<file path="src/rtl/enable_tick_gen.sv">
// Run/stop control for the time counter: it debounces a pushbutton, toggles RUNNING/STOPPED,
// and emits a one-cycle enable every DIV clocks while running, or once per step while stopped.
module enable_tick_gen #(
  parameter int unsigned DIV       = 50_000_000,
  parameter int unsigned DB_CYCLES = 1_000_000
) (
  input  logic clk,
  input  logic rst,
  input  logic btn_raw,
  input  logic step,
  output logic enable,
  output logic running,
  output logic btn_press
);

  localparam int unsigned PreW = (DIV > 1) ? $clog2(DIV) : 1;
  localparam int unsigned DbW  = $clog2(DB_CYCLES + 1);

  localparam logic [PreW-1:0] PreMax = PreW'(DIV - 1);
  localparam logic [DbW-1:0]  DbMax  = DbW'(DB_CYCLES - 1);

  typedef enum logic {StStopped, StRunning} state_e;

  state_e          state_q, state_d;
  logic            s1_q, s2_q;
  logic            btn_db_q, btn_db_d;
  logic [DbW-1:0]  db_cnt_q, db_cnt_d;
  logic [PreW-1:0] pre_cnt_q, pre_cnt_d;
  logic            step_d_q;
  logic            enable_q, enable_d;
  logic            btn_press_q;
  logic            press;

  // Debounce: a level change is accepted only after DB_CYCLES consecutive differing samples.
  always_comb begin
    btn_db_d = btn_db_q;
    db_cnt_d = '0;
    press    = 1'b0;
    if (s2_q != btn_db_q) begin
      if (db_cnt_q == DbMax) begin
        btn_db_d = s2_q;
        press    = s2_q;
      end else begin
        db_cnt_d = db_cnt_q + DbW'(1);
      end
    end
  end

  // A press always wins: it suppresses both the prescaler tick and a step pulse.
  always_comb begin
    state_d   = state_q;
    pre_cnt_d = '0;
    enable_d  = 1'b0;
    unique case (state_q)
      StStopped: begin
        if (press) begin
          state_d = StRunning;
        end else begin
          enable_d = step & ~step_d_q;
        end
      end
      StRunning: begin
        if (press) begin
          state_d = StStopped;
        end else if (pre_cnt_q == PreMax) begin
          enable_d = 1'b1;
        end else begin
          pre_cnt_d = pre_cnt_q + PreW'(1);
        end
      end
      default: state_d = StStopped;
    endcase
  end

  always_ff @(posedge clk) begin
    if (rst) begin
      state_q     <= StStopped;
      s1_q        <= 1'b0;
      s2_q        <= 1'b0;
      btn_db_q    <= 1'b0;
      db_cnt_q    <= '0;
      pre_cnt_q   <= '0;
      step_d_q    <= 1'b0;
      enable_q    <= 1'b0;
      btn_press_q <= 1'b0;
    end else begin
      state_q     <= state_d;
      s1_q        <= btn_raw;
      s2_q        <= s1_q;
      btn_db_q    <= btn_db_d;
      db_cnt_q    <= db_cnt_d;
      pre_cnt_q   <= pre_cnt_d;
      step_d_q    <= step;
      enable_q    <= enable_d;
      btn_press_q <= press;
    end
  end

  assign enable    = enable_q;
  assign running   = (state_q == StRunning);
  assign btn_press = btn_press_q;

endmodule

</file>
<file path="config.mk">
export PLATFORM = sky130hd
export DESIGN_NAME = enable_tick_gen
export DESIGN_NICKNAME = d
export VERILOG_FILES = /design/src/rtl/enable_tick_gen.sv
export SDC_FILE = /design/constraint.sdc
export NUM_CORES = 1
export LEC_CHECK = 0
export CAP_MARGIN = 40
export CORE_ASPECT_RATIO = 0.75
export CORE_MARGIN = 1
export CORE_UTILIZATION = 60
export DETAILED_ROUTE_END_ITERATION = 7
export PLACE_DENSITY = 0.78
export SLEW_MARGIN = 20
export SYNTH_ARGS = -nofsm -noshare
export SYNTH_HDL_FRONTEND = slang
export SYNTH_SLANG_ARGS = --single-unit
</file>
<file path="constraint.sdc">
create_clock -name clk -period 3.6 [get_ports clk]
set_input_delay 0.36 -clock clk [delete_from_list [all_inputs] [get_ports clk]]
set_output_delay 0.36 -clock clk [all_outputs]
set_load 0.01 [all_outputs]
</file>
==> qor.csv, run 1 <==
stage,metric,value,unit
floorplanning,die_area,4290,um^2
detailed_routing,firstDrtPassIters,4,
sta,rsz0062_at_grt,no,
floorplanning,ios,7,
setup_path,required,3810,ps
floorplanning,die_w,75.3,um
logic_synthesis,postSynthCellCount,281,
placement,dpl_cell_area,2510,um^2
setup_path,regToRegSetupSlack,1300,ps
setup_path,r2r_end,db_cnt_q[8],
floorplanning,initial_core_util,64.4,%
detailed_routing,vias,2045,
logic_synthesis,synth-seq-cells,53,
sta,final.period_utilization,63.8,%
floorplanning,die_y,57,um
placement,dp_hpwl,3290,um
sta,setup_violations,0,
logic_synthesis,synth_top_family_by_area,simple AND/OR/NAND/NOR gates,
final_layout,n_antenna_cell,0,
hold_path,hold_path.class,reg2reg,
logic_synthesis,yosys-mux-area-fraction,0,%
setup_path,start_kind,register,
floorplanning,rows,19,
setup_path,path_delay_family,simple AND/OR/NAND/NOR gates,
setup_path,crit_arrival,2510,ps
global_routing,grt_pass1_wl,7960,um
setup_path,path_buf_inv,1,
clock_network,cts_buffers,5,
logic_synthesis,syn_area,2420,um^2
setup_path,path_depth,6,
clock_network,cts.repair.resized,0,
global_routing,grt_max_degree,27,
global_routing,grt_overflow_total,0,
placement,globalplace.congestion,0.808,
setup_path,endpoint,db_cnt_q[8],
sta,finalHoldViolCount,0,
clock_network,htreeDepth,2,
pwr,peakVddDrop,0.000227,V
setup_path,crit_fanout,14,
logic_synthesis,syn-num-nets,287,
clock_network,clkSinkCount,53,
global_routing,grt_pass1_vias,1724,
final_layout,drive_gt1_share,5.30,%
setup_path,r2r_start,db_cnt_q[0],
logic_synthesis,ys_seq_area_share,43.8,%
detailed_routing,ant_nets,0,
final_layout,final_area,2620,um^2
setup_path,cpPeakStageDelay,610,ps
sta,min_period,2300,ps
logic_synthesis,synth-adder-area-share,1.03,%
logic_synthesis,synthFlopType,dfxtp_1,
logic_synthesis,synthXorXnorAreaFrac,7.60,%
outcome,outcome,completed,
setup_path,r2r.worst_path.cells,6,
logic_synthesis,yosys.area_share.simple,30.1,%
sta,maxSlewViolCount,0,
detailed_routing,drt-initial-drc-count,209,
logic_synthesis,async_flop_share,0,%
setup_path,cp-startpoint,db_cnt_q[0],
setup_path,cp_slowest_cell,or4_1,
setup_path,cp_cell_sequence,ha_1 -> nand2_1 -> or4_1 -> o21ai_1 -> buf_4 -> nor2_1,
pwr,p_leak,0.000737,uW
placement,portBuffers,6,
setup_path,path_class,reg2reg,
logic_synthesis,ys_warn_count,0,
clock_network,path_clk_slew,90,ps
sta,timing.fmax,0.436,GHz
logic_synthesis,postSynthAreaPerCell,8.61,um^2
clock_network,post_cts_buffers,0,
logic_synthesis,synth.top_cells.by_area,"dfxtp_1 (44%), or4_1 (4.3%), a211oi_1 (4.0%)",
final_layout,fin_nets,288,
sta,slew_headroom,67.3,%
clock_network,cts.hold.buffers_added,0,
clock_network,cts-root-buf,clkbuf_8,
logic_synthesis,synth.most_common_cell,dfxtp_1,
final_layout,syn_to_final_growth,8.38,%
sta,final.setup.tns,0,ps
clock_network,cts_buffer_depth,2,
global_routing,antenna_found_initial,0,
detailed_routing,viasPerCell,6.10,
clock_network,insertion_delay,310,ps
logic_synthesis,yosys.area.top_type,dfxtp_1,
detailed_routing,drc,0,
logic_synthesis,yosysUniqueCellTypes,33,
setup_path,crit_path_end_kind,register,
logic_synthesis,synthTopCellsByCount,"dfxtp_1 (53), nand2_1 (21), nor2_1 (17), nor3_1 (17), nand3_1 (16)",
global_routing,grtUsageTotal,24.6,%
pwr,finalPower,1030,uW
sta,final.setup_skew,4.54,ps
clock_network,tritoncts,built,
detailed_routing,wl_per_cell,14.4,um
pwr,powerDensity,391,nW/um^2
flow_run,drv_cap,0,
detailed_routing,routed_wirelength,4810,um
logic_synthesis,synth_edf_count,0,
floorplanning,coreArea,3760,um^2
sta,tightest_slew,486,ps
logic_synthesis,synth_compound_area_share,13.1,%
logic_synthesis,synth_top_cell_area_share,43.8,%
stage by stage:
stage | utilization, % | instances | hold WS (ps) | setup WS [ps]
2_1_floorplan | - | 281 | 414 | 1690
3_3_place_gp | 66.7 | 327 | 442 | 1370
3_5_place_dp | 66.7 | 327 | 443 | 1320
4_1_cts | 69.8 | 335 | 463 | 1300
5_1_grt | 69.8 | 335 | 487 | 1070
6_report | 69.8 | 335 | 475 | 1300
area by class of cell:
class,instances,area [um^2]
Timing Repair Buffer,10,90.1
Tap cell,52,65.1
Clock inverter,1,30.0
Multi-Input combinational cell,204,1260
Clock buffer,7,86.3
Inverter,8,30.0
Fill cell,314,1130
Sequential cell,53,1060
layer usage:
| layer | track usage [%] | up-vias | wire, um |
|---|---|---|---|
| li1 | - | 1039 | - |
| met1 | 37.5 | 951 | 2540 |
| met2 | 32.4 | 49 | 1950 |
| met3 | 9.01 | 6 | 268 |
| met4 | 6.88 | 0 | 51 |
| met5 | 0 | - | 0 |
flip-flops by register name (all words and copies together) (netlist names):
signal / cells
db_cnt_q: 20
step_d_q: 1
enable: 1
s2_q: 1
running: 1
pre_cnt_q: 26
btn_press: 1
btn_db_q: 1
s1_q: 1
cells by family after synthesis:
logic type                 after synthesis
and+or+nand+nor                        131
adders and majority gates                2
buffers and inverters                   24
xor gates and xnor gates                21
AOI/OAI and AO/OA                       50
DFF                                     53
worst min path at each step:
stage	startpoint	endpoint	slack (ps)	cells after the start
floorplan	s1_q	s2_q	410	1
global placement	pre_cnt_q[0]	pre_cnt_q[0]	440	1
detailed placement	pre_cnt_q[0]	pre_cnt_q[0]	440	1
CTS	pre_cnt_q[0]	pre_cnt_q[0]	460	1
global route	pre_cnt_q[0]	pre_cnt_q[0]	490	1
finish	pre_cnt_q[0]	pre_cnt_q[0]	470	1
power breakdown:
| group | internal, uW | switching (uW) |
|---|---|---|
| clock network | 227 | 196 |
| registers | 588 | 1.42 |
| logic | 6.73 | 5.91 |
| total | 822 | 204 |
layout by cell type (no fill, tap or decap), types with 5 or more instances in the layout:
cell type	instances
dfxtp_1	53
nand2_1	21
nor2_1	17
nand3_1	16
nor3_1	16
or4_1	14
o21ai_0	13
a211oi_1	13
xnor2_1	11
a21oi_1	11
xor2_1	10
o31ai_1	10
nand4_1	9
inv_1	8
and3_1	6
or3_1	6
clkbuf_8	6
clkdlybuf4s50_1	6
nor2b_1	5
No activity file was read; power rests on OpenSTA's default activity.
==> inputs of run 2 (changes only) <==
CORE_UTILIZATION = 54   (was 60)
PLACE_DENSITY = 0.74   (was 0.78)
clock period = 2 ns   (was 3.6 ns; I/O delays follow)
==> run 2 against run 1 <==
Combinational power increased by 100%. Design area increased by 6.2%. Sequential power increased by 80%. Non-clock buffer count increased by 19. Via count increased by 3.0%. Worst setup slack got worse by 1200 ps. Utilization decreased by 3.2 points. Cell count increased by 6.3%. Clock power increased by 66%. Clock-buffer cell count decreased by 2. Power increased by 74%. Critical path depth decreased by 2. Critical path type unchanged. Critical endpoint is now db_cnt_q[17]. Highest routed layer unchanged.
==> qor.csv, run 2 (synthesis gave the netlist of run 1 again) <==
stage,metric,value,unit,change
outcome,outcome,completed,,
sta,final.setup.tns,0,ps,unchanged
clock_network,clkSinkCount,53,,unchanged
clock_network,cts.repair.resized,0,,unchanged
detailed_routing,firstDrtPassIters,4,,unchanged
clock_network,tritoncts,built,,
sta,setup_violations,0,,unchanged
detailed_routing,drc,0,,unchanged
floorplanning,rows,20,,+1
global_routing,antenna_found_initial,0,,unchanged
setup_path,regToRegSetupSlack,120,ps,-1180 ps
floorplanning,ios,7,,unchanged
final_layout,n_antenna_cell,0,,unchanged
pwr,peakVddDrop,0.000424,V,+87%
setup_path,crit_fanout,8,,-6
clock_network,cts.hold.buffers_added,0,,unchanged
placement,dp_hpwl,3520,um,+7.2%
floorplanning,initial_core_util,57.9,%,-6.5 points
sta,timing.fmax,0.533,GHz,+22%
final_layout,largest_register_ffs,26,,unchanged
floorplanning,die_y,60.0,um,+5.2%
global_routing,grt_pass1_wl,8760,um,+10%
detailed_routing,vias,2106,,+3.0%
setup_path,crit_path_end_kind,register,,
floorplanning,coreArea,4180,um^2,+11%
sta,min_period,1880,ps,-419 ps
detailed_routing,routed_wirelength,4940,um,+2.7%
global_routing,grt_overflow_total,0,,unchanged
final_layout,max_flop_register,pre_cnt_q,,
clock_network,htreeDepth,2,,unchanged
detailed_routing,ant_nets,0,,unchanged
final_layout,final_common_cell,dfxtp_1,,
sta,rsz0062_at_grt,no,,
sta,maxSlewViolCount,0,,unchanged
final_layout,layout_common_cells,"dfxtp_1 (53), buf_4 (22), nand2_1 (20), nor2_1 (17), nor3_1 (16)",,
clock_network,cts_buffer_depth,2,,unchanged
clock_network,cts_buffers,5,,unchanged
floorplanning,die_area,4760,um^2,+11%
sta,final.setup_skew,14.9,ps,+10.4 ps
sta,finalHoldViolCount,0,,unchanged
clock_network,cts-root-buf,clkbuf_8,,
pwr,p_leak,0.000838,uW,+14%
detailed_routing,viasPerCell,5.92,,-3.1%
floorplanning,die_w,79.3,um,+5.3%
setup_path,start_kind,register,,
setup_path,endpoint,db_cnt_q[17],,
final_layout,drive_gt1_share,12.6,%,+7.3 points
final_layout,reg_top3,"pre_cnt_q: 26 flops, db_cnt_q: 20 flops",,
global_routing,grt_max_degree,27,,unchanged
pwr,powerDensity,643,nW/um^2,+64%
final_layout,multi_input_area,1270,um^2,+1.2%
flow_run,drv_cap,0,,unchanged
setup_path,path_class,reg2reg,,
final_layout,fillers,349,,+11%
global_routing,grtUsageTotal,23.8,%,-0.80 points
setup_path,cp-startpoint,db_cnt_q[3],,
clock_network,insertion_delay,310,ps,about the same
hold_path,hold_path.class,in2reg,,
clock_network,path_clk_slew,90,ps,about the same
setup_path,r2r_end,db_cnt_q[17],,
final_layout,fin_nets,307,,+6.6%
setup_path,required,2250,ps,-1560 ps
sta,final.period_utilization,93.9,%,+30 points
setup_path,crit_arrival,2120,ps,-390 ps
global_routing,grt_pass1_vias,1934,,+12%
clock_network,post_cts_buffers,0,,unchanged
detailed_routing,drt-initial-drc-count,159,,-24%
setup_path,r2r.worst_path.cells,4,,-2
placement,portBuffers,6,,unchanged
sta,slew_headroom,68.2,%,+0.89 points
detailed_routing,wl_per_cell,13.9,um,-3.4%
pwr,finalPower,1790,uW,+74%
setup_path,r2r_start,db_cnt_q[3],,
placement,globalplace.congestion,0.836,,+3.4%
final_layout,syn_to_final_growth,15.0,%,
final_layout,regArea,1060,um^2,unchanged
sta,tightest_slew,473,ps,-13.2 ps
-- run 2: cell count changes in the layout (fill, tap and decap cells not counted), sizes merged --
cell,before,now
buf,4,23
clkbuf,7,5
clkinv,0,1
-- run 2: final cells by class --
| type | count | area share (%) |
|---|---|---|
| timing repair buffer | 29 | 8.81 |
| tap | 55 | 2.47 |
| inverter | 8 | 1.08 |
| sequential | 53 | 38.1 |
| multi-input combinational | 204 | 45.8 |
| clock inverter | 2 | 1.26 |
| clock buffer | 5 | 2.47 |
-- run 2: worst max-delay path, cell delays in order (launching register included) --
cell     delay (ps)
dfxtp_1         370
nand3_1         190
or4_4           630
or4_1           480
a21oi_1         140
-- run 2: metal layers --
metal	vias up	track usage, %	routed length [um]
li1	1061	-	-
met1	994	34.8	2700
met2	44	34.9	1960
met3	7	4.58	220
met4	0	8.57	57
met5	-	0	0
-- run 2: worst min path at each step --
stage,from,end,slack (ps),depth (start not counted)
after floorplan,btn_raw,s1_q,330,1
after global placement,pre_cnt_q[0],pre_cnt_q[0],440,1
after detailed placement,pre_cnt_q[0],pre_cnt_q[0],450,1
after CTS,btn_raw,s1_q,450,2
after global routing,btn_raw,s1_q,440,2
final,btn_raw,s1_q,450,2
-- run 2: per-stage QoR --
step,area [um^2],hold slack [ps],setup WS [ps],utilization (%),std cells
after floorplan,2420,328,86.5,-,281
after global placement,2670,442,108,63.8,349
after detailed placement,2670,446,62.3,63.8,349
after CTS,2770,449,52.0,66.3,356
after global routing,2780,444,12.4,66.6,356
final,2780,452,123,66.6,356
-- run 2: where the power goes --
part | internal, uW | switching (uW) | leakage (uW)
Combinational | 14.1 | 11.2 | 0.000356
Sequential | 1060 | 2.37 | 0.000428
Clock | 364 | 338 | 0.0000540
Total | 1440 | 352 | 0.000838
==> inputs of run 3 (changes only) <==
CORE_MARGIN = 4   (was 1)
==> run 3 against run 2 <==
Power is 4.8% lower. Critical path depth rose by 1. Clock-buffer cell count stayed put.
==> qor.csv, run 3 (synthesis gave the netlist of run 1 again) <==
stage,metric,value,unit,change
setup_path,r2r.worst_path.cells,5,,+1
detailed_routing,wl_per_cell,13.9,um,+0.41%
pwr,internal_power,1320,uW,-8.0%
detailed_routing,viasPerCell,5.77,,-2.4%
clock_network,tritoncts,built,,
floorplanning,initial_core_util,57.9,%,unchanged
outcome,outcome,completed,,
pwr,powerDensity,611,nW/um^2,-5.0%
setup_path,path_buf_inv,0,,unchanged
setup_path,cp_cell_sequence,ha_2 -> nand2_1 -> or4_1 -> or4_1 -> a21oi_1,,
detailed_routing,routed_wirelength,4990,um,+0.97%
pwr,sw_frac_of_total,22.3,%,+2.6 points
setup_path,crit_arrival,2150,ps,+30 ps
detailed_routing,firstDrtPassIters,4,,unchanged
sta,maxSlewViolCount,0,,unchanged
pwr,peakVddDrop,0.000402,V,-5.3%
detailed_routing,vias,2066,,-1.9%
final_layout,fillers,341,,-2.3%
sta,tightest_slew,434,ps,-38.9 ps
setup_path,cp_slowest_cell,or4_1,,
floorplanning,rows,20,,unchanged
final_layout,n_antenna_cell,0,,unchanged
final_layout,fin_nets,308,,+0.33%
floorplanning,die_y,66.0,um,+10%
global_routing,grt_max_degree,27,,unchanged
sta,timing.fmax,0.527,GHz,-1.1%
global_routing,antenna_found_initial,0,,unchanged
setup_path,regToRegSetupSlack,100,ps,-20 ps
clock_network,cts-root-buf,clkbuf_8,,
global_routing,grt_pass1_wl,8560,um,-2.3%
sta,slew_headroom,70.8,%,+2.6 points
setup_path,path_delay_family,simple AND/OR/NAND/NOR gates,,
setup_path,crit_fanout,5,,-3
global_routing,grtUsageTotal,19.1,%,-4.7 points
setup_path,required,2250,ps,about the same
setup_path,crit_path_end_kind,register,,
clock_network,htreeDepth,2,,unchanged
sta,final.setup_skew,14.1,ps,-0.857 ps
pwr,switching_power,380,uW,+7.9%
final_layout,max_flop_register,pre_cnt_q,,
floorplanning,ios,7,,unchanged
pwr,p_leak,0.000830,uW,-0.87%
clock_network,cts_buffer_depth,2,,unchanged
final_layout,reg_top3,"pre_cnt_q: 26 flops, db_cnt_q: 20 flops",,
pwr,p_seq_share,62.4,%,+3.1 points
sta,final.setup.tns,0,ps,unchanged
flow_run,drv_cap,0,,unchanged
detailed_routing,drt-initial-drc-count,160,,+0.63%
setup_path,path_class,reg2reg,,
clock_network,clkSinkCount,53,,unchanged
floorplanning,coreArea,4180,um^2,unchanged
floorplanning,die_area,5630,um^2,+18%
sta,min_period,1900,ps,+20.6 ps
final_layout,final_common_cell,dfxtp_1,,
final_layout,drive_gt1_share,14.9,%,+2.2 points
hold_path,hold_depth,2,,unchanged
final_layout,largest_register_ffs,26,,unchanged
clock_network,insertion_delay,310,ps,about the same
global_routing,grt_pass1_vias,1794,,-7.2%
hold_path,hold_path.class,in2reg,,
sta,final.period_utilization,94.9,%,+1.0 points
sta,finalHoldViolCount,0,,unchanged
final_layout,syn_to_final_growth,15.2,%,
placement,portBuffers,6,,unchanged
setup_path,path_depth,5,,+1
detailed_routing,drc,0,,unchanged
setup_path,cpPeakStageDelay,580,ps,-50 ps
setup_path,start_kind,register,,
global_routing,grt_overflow_total,0,,unchanged
placement,globalplace.congestion,0.821,,-1.8%
placement,dpl_cell_area,2670,um^2,unchanged
clock_network,path_clk_slew,110,ps,+20 ps
sta,setup_violations,0,,unchanged
clock_network,cts_buffers,5,,unchanged
pwr,comb_power_share,1.5,%,about the same
sta,rsz0062_at_grt,no,,
floorplanning,die_w,85.3,um,+7.6%
placement,dp_hpwl,3520,um,-0.26%
final_layout,final_area,2790,um^2,+0.13%
final_layout,layout_common_cells,"dfxtp_1 (51), buf_4 (23), nand2_1 (20), nor2_1 (17), nor3_1 (16)",,
pwr,pwr-share-clk,36.2,%,-3.1 points
detailed_routing,ant_nets,0,,unchanged
setup_path,cpMostUsedCell,or4_1,,
==> run 3: cell types whose count changed in the layout (fill, tap and decap cells not counted), sizes merged <==
cell and change:
inv +1, clkinvlp +1, buf +1, bufinv -1
==> run 3: layout make-up <==
class	instances	area, um^2	share of cell area (%)
inverter	8	30.0	1.08
tap	55	68.8	2.47
clock inverter	3	21.3	0.763
clock buffer	5	68.8	2.47
sequential	53	1060	38.2
timing repair buffer	30	253	9.07
multi-input combinational	204	1280	46.0
==> run 3: per-stage QoR <==
step | std cells | total power, uW | hold slack [ps] | setup slack, ps | util [%]
final | 358 | 1700 | 449 | 102 | 66.7
after global routing | 358 | 1780 | 442 | 4.32 | 66.7
after CTS | 357 | 1720 | 441 | 46.8 | 65.9
after detailed placement | 349 | 1110 | 452 | 58.8 | 63.8
after global placement | 349 | 1110 | 443 | 119 | 63.8
after floorplan | 281 | 1100 | 328 | 86.5 | -
==> run 3: routing by layer <==
metal	global-route usage, %	vias up	wire (um)
met5	0	-	0
met4	5.34	0	58
met3	4.86	10	239
met2	25.6	38	1900
met1	29.6	946	2790
li1	-	1072	-
==> run 3: worst paths after layout <==
check / endpoint / from
setup / recovery: db_cnt_q[18] / db_cnt_q[0]
hold / removal: s1_q / btn_raw
setup reg to reg: db_cnt_q[18] / db_cnt_q[0]
hold reg to reg: db_cnt_q[0] / db_cnt_q[0]
==> run 3: worst register-to-register path, stage by stage, from the launching register on <==
cell and delay [ps]:
dfxtp_2 370, ha_2 210, nand2_1 100, or4_1 580
or4_1 430, a21oi_1 150
==> run 3: power by group through the flow <==
| stage | sequential (uW) | combinational [uW] | clock, uW |
|---|---|---|---|
| after CTS | 1060 | 25.0 | 629 |
| after detailed placement | 1090 | 24.8 | 0 |
| after global routing | 1060 | 27.5 | 686 |
| final | 1060 | 25.2 | 616 |
| after floorplan | 1090 | 11.9 | 0 |
| after global placement | 1090 | 25.2 | 0 |
==> run 3: repair_timing <==
item                                    CTS  global route
endpoints found under the hold margin     0             0
endpoints found under the setup margin    0            26
setup buffers                             0             1
hold buffers                              0             0
resized for setup                         0             9
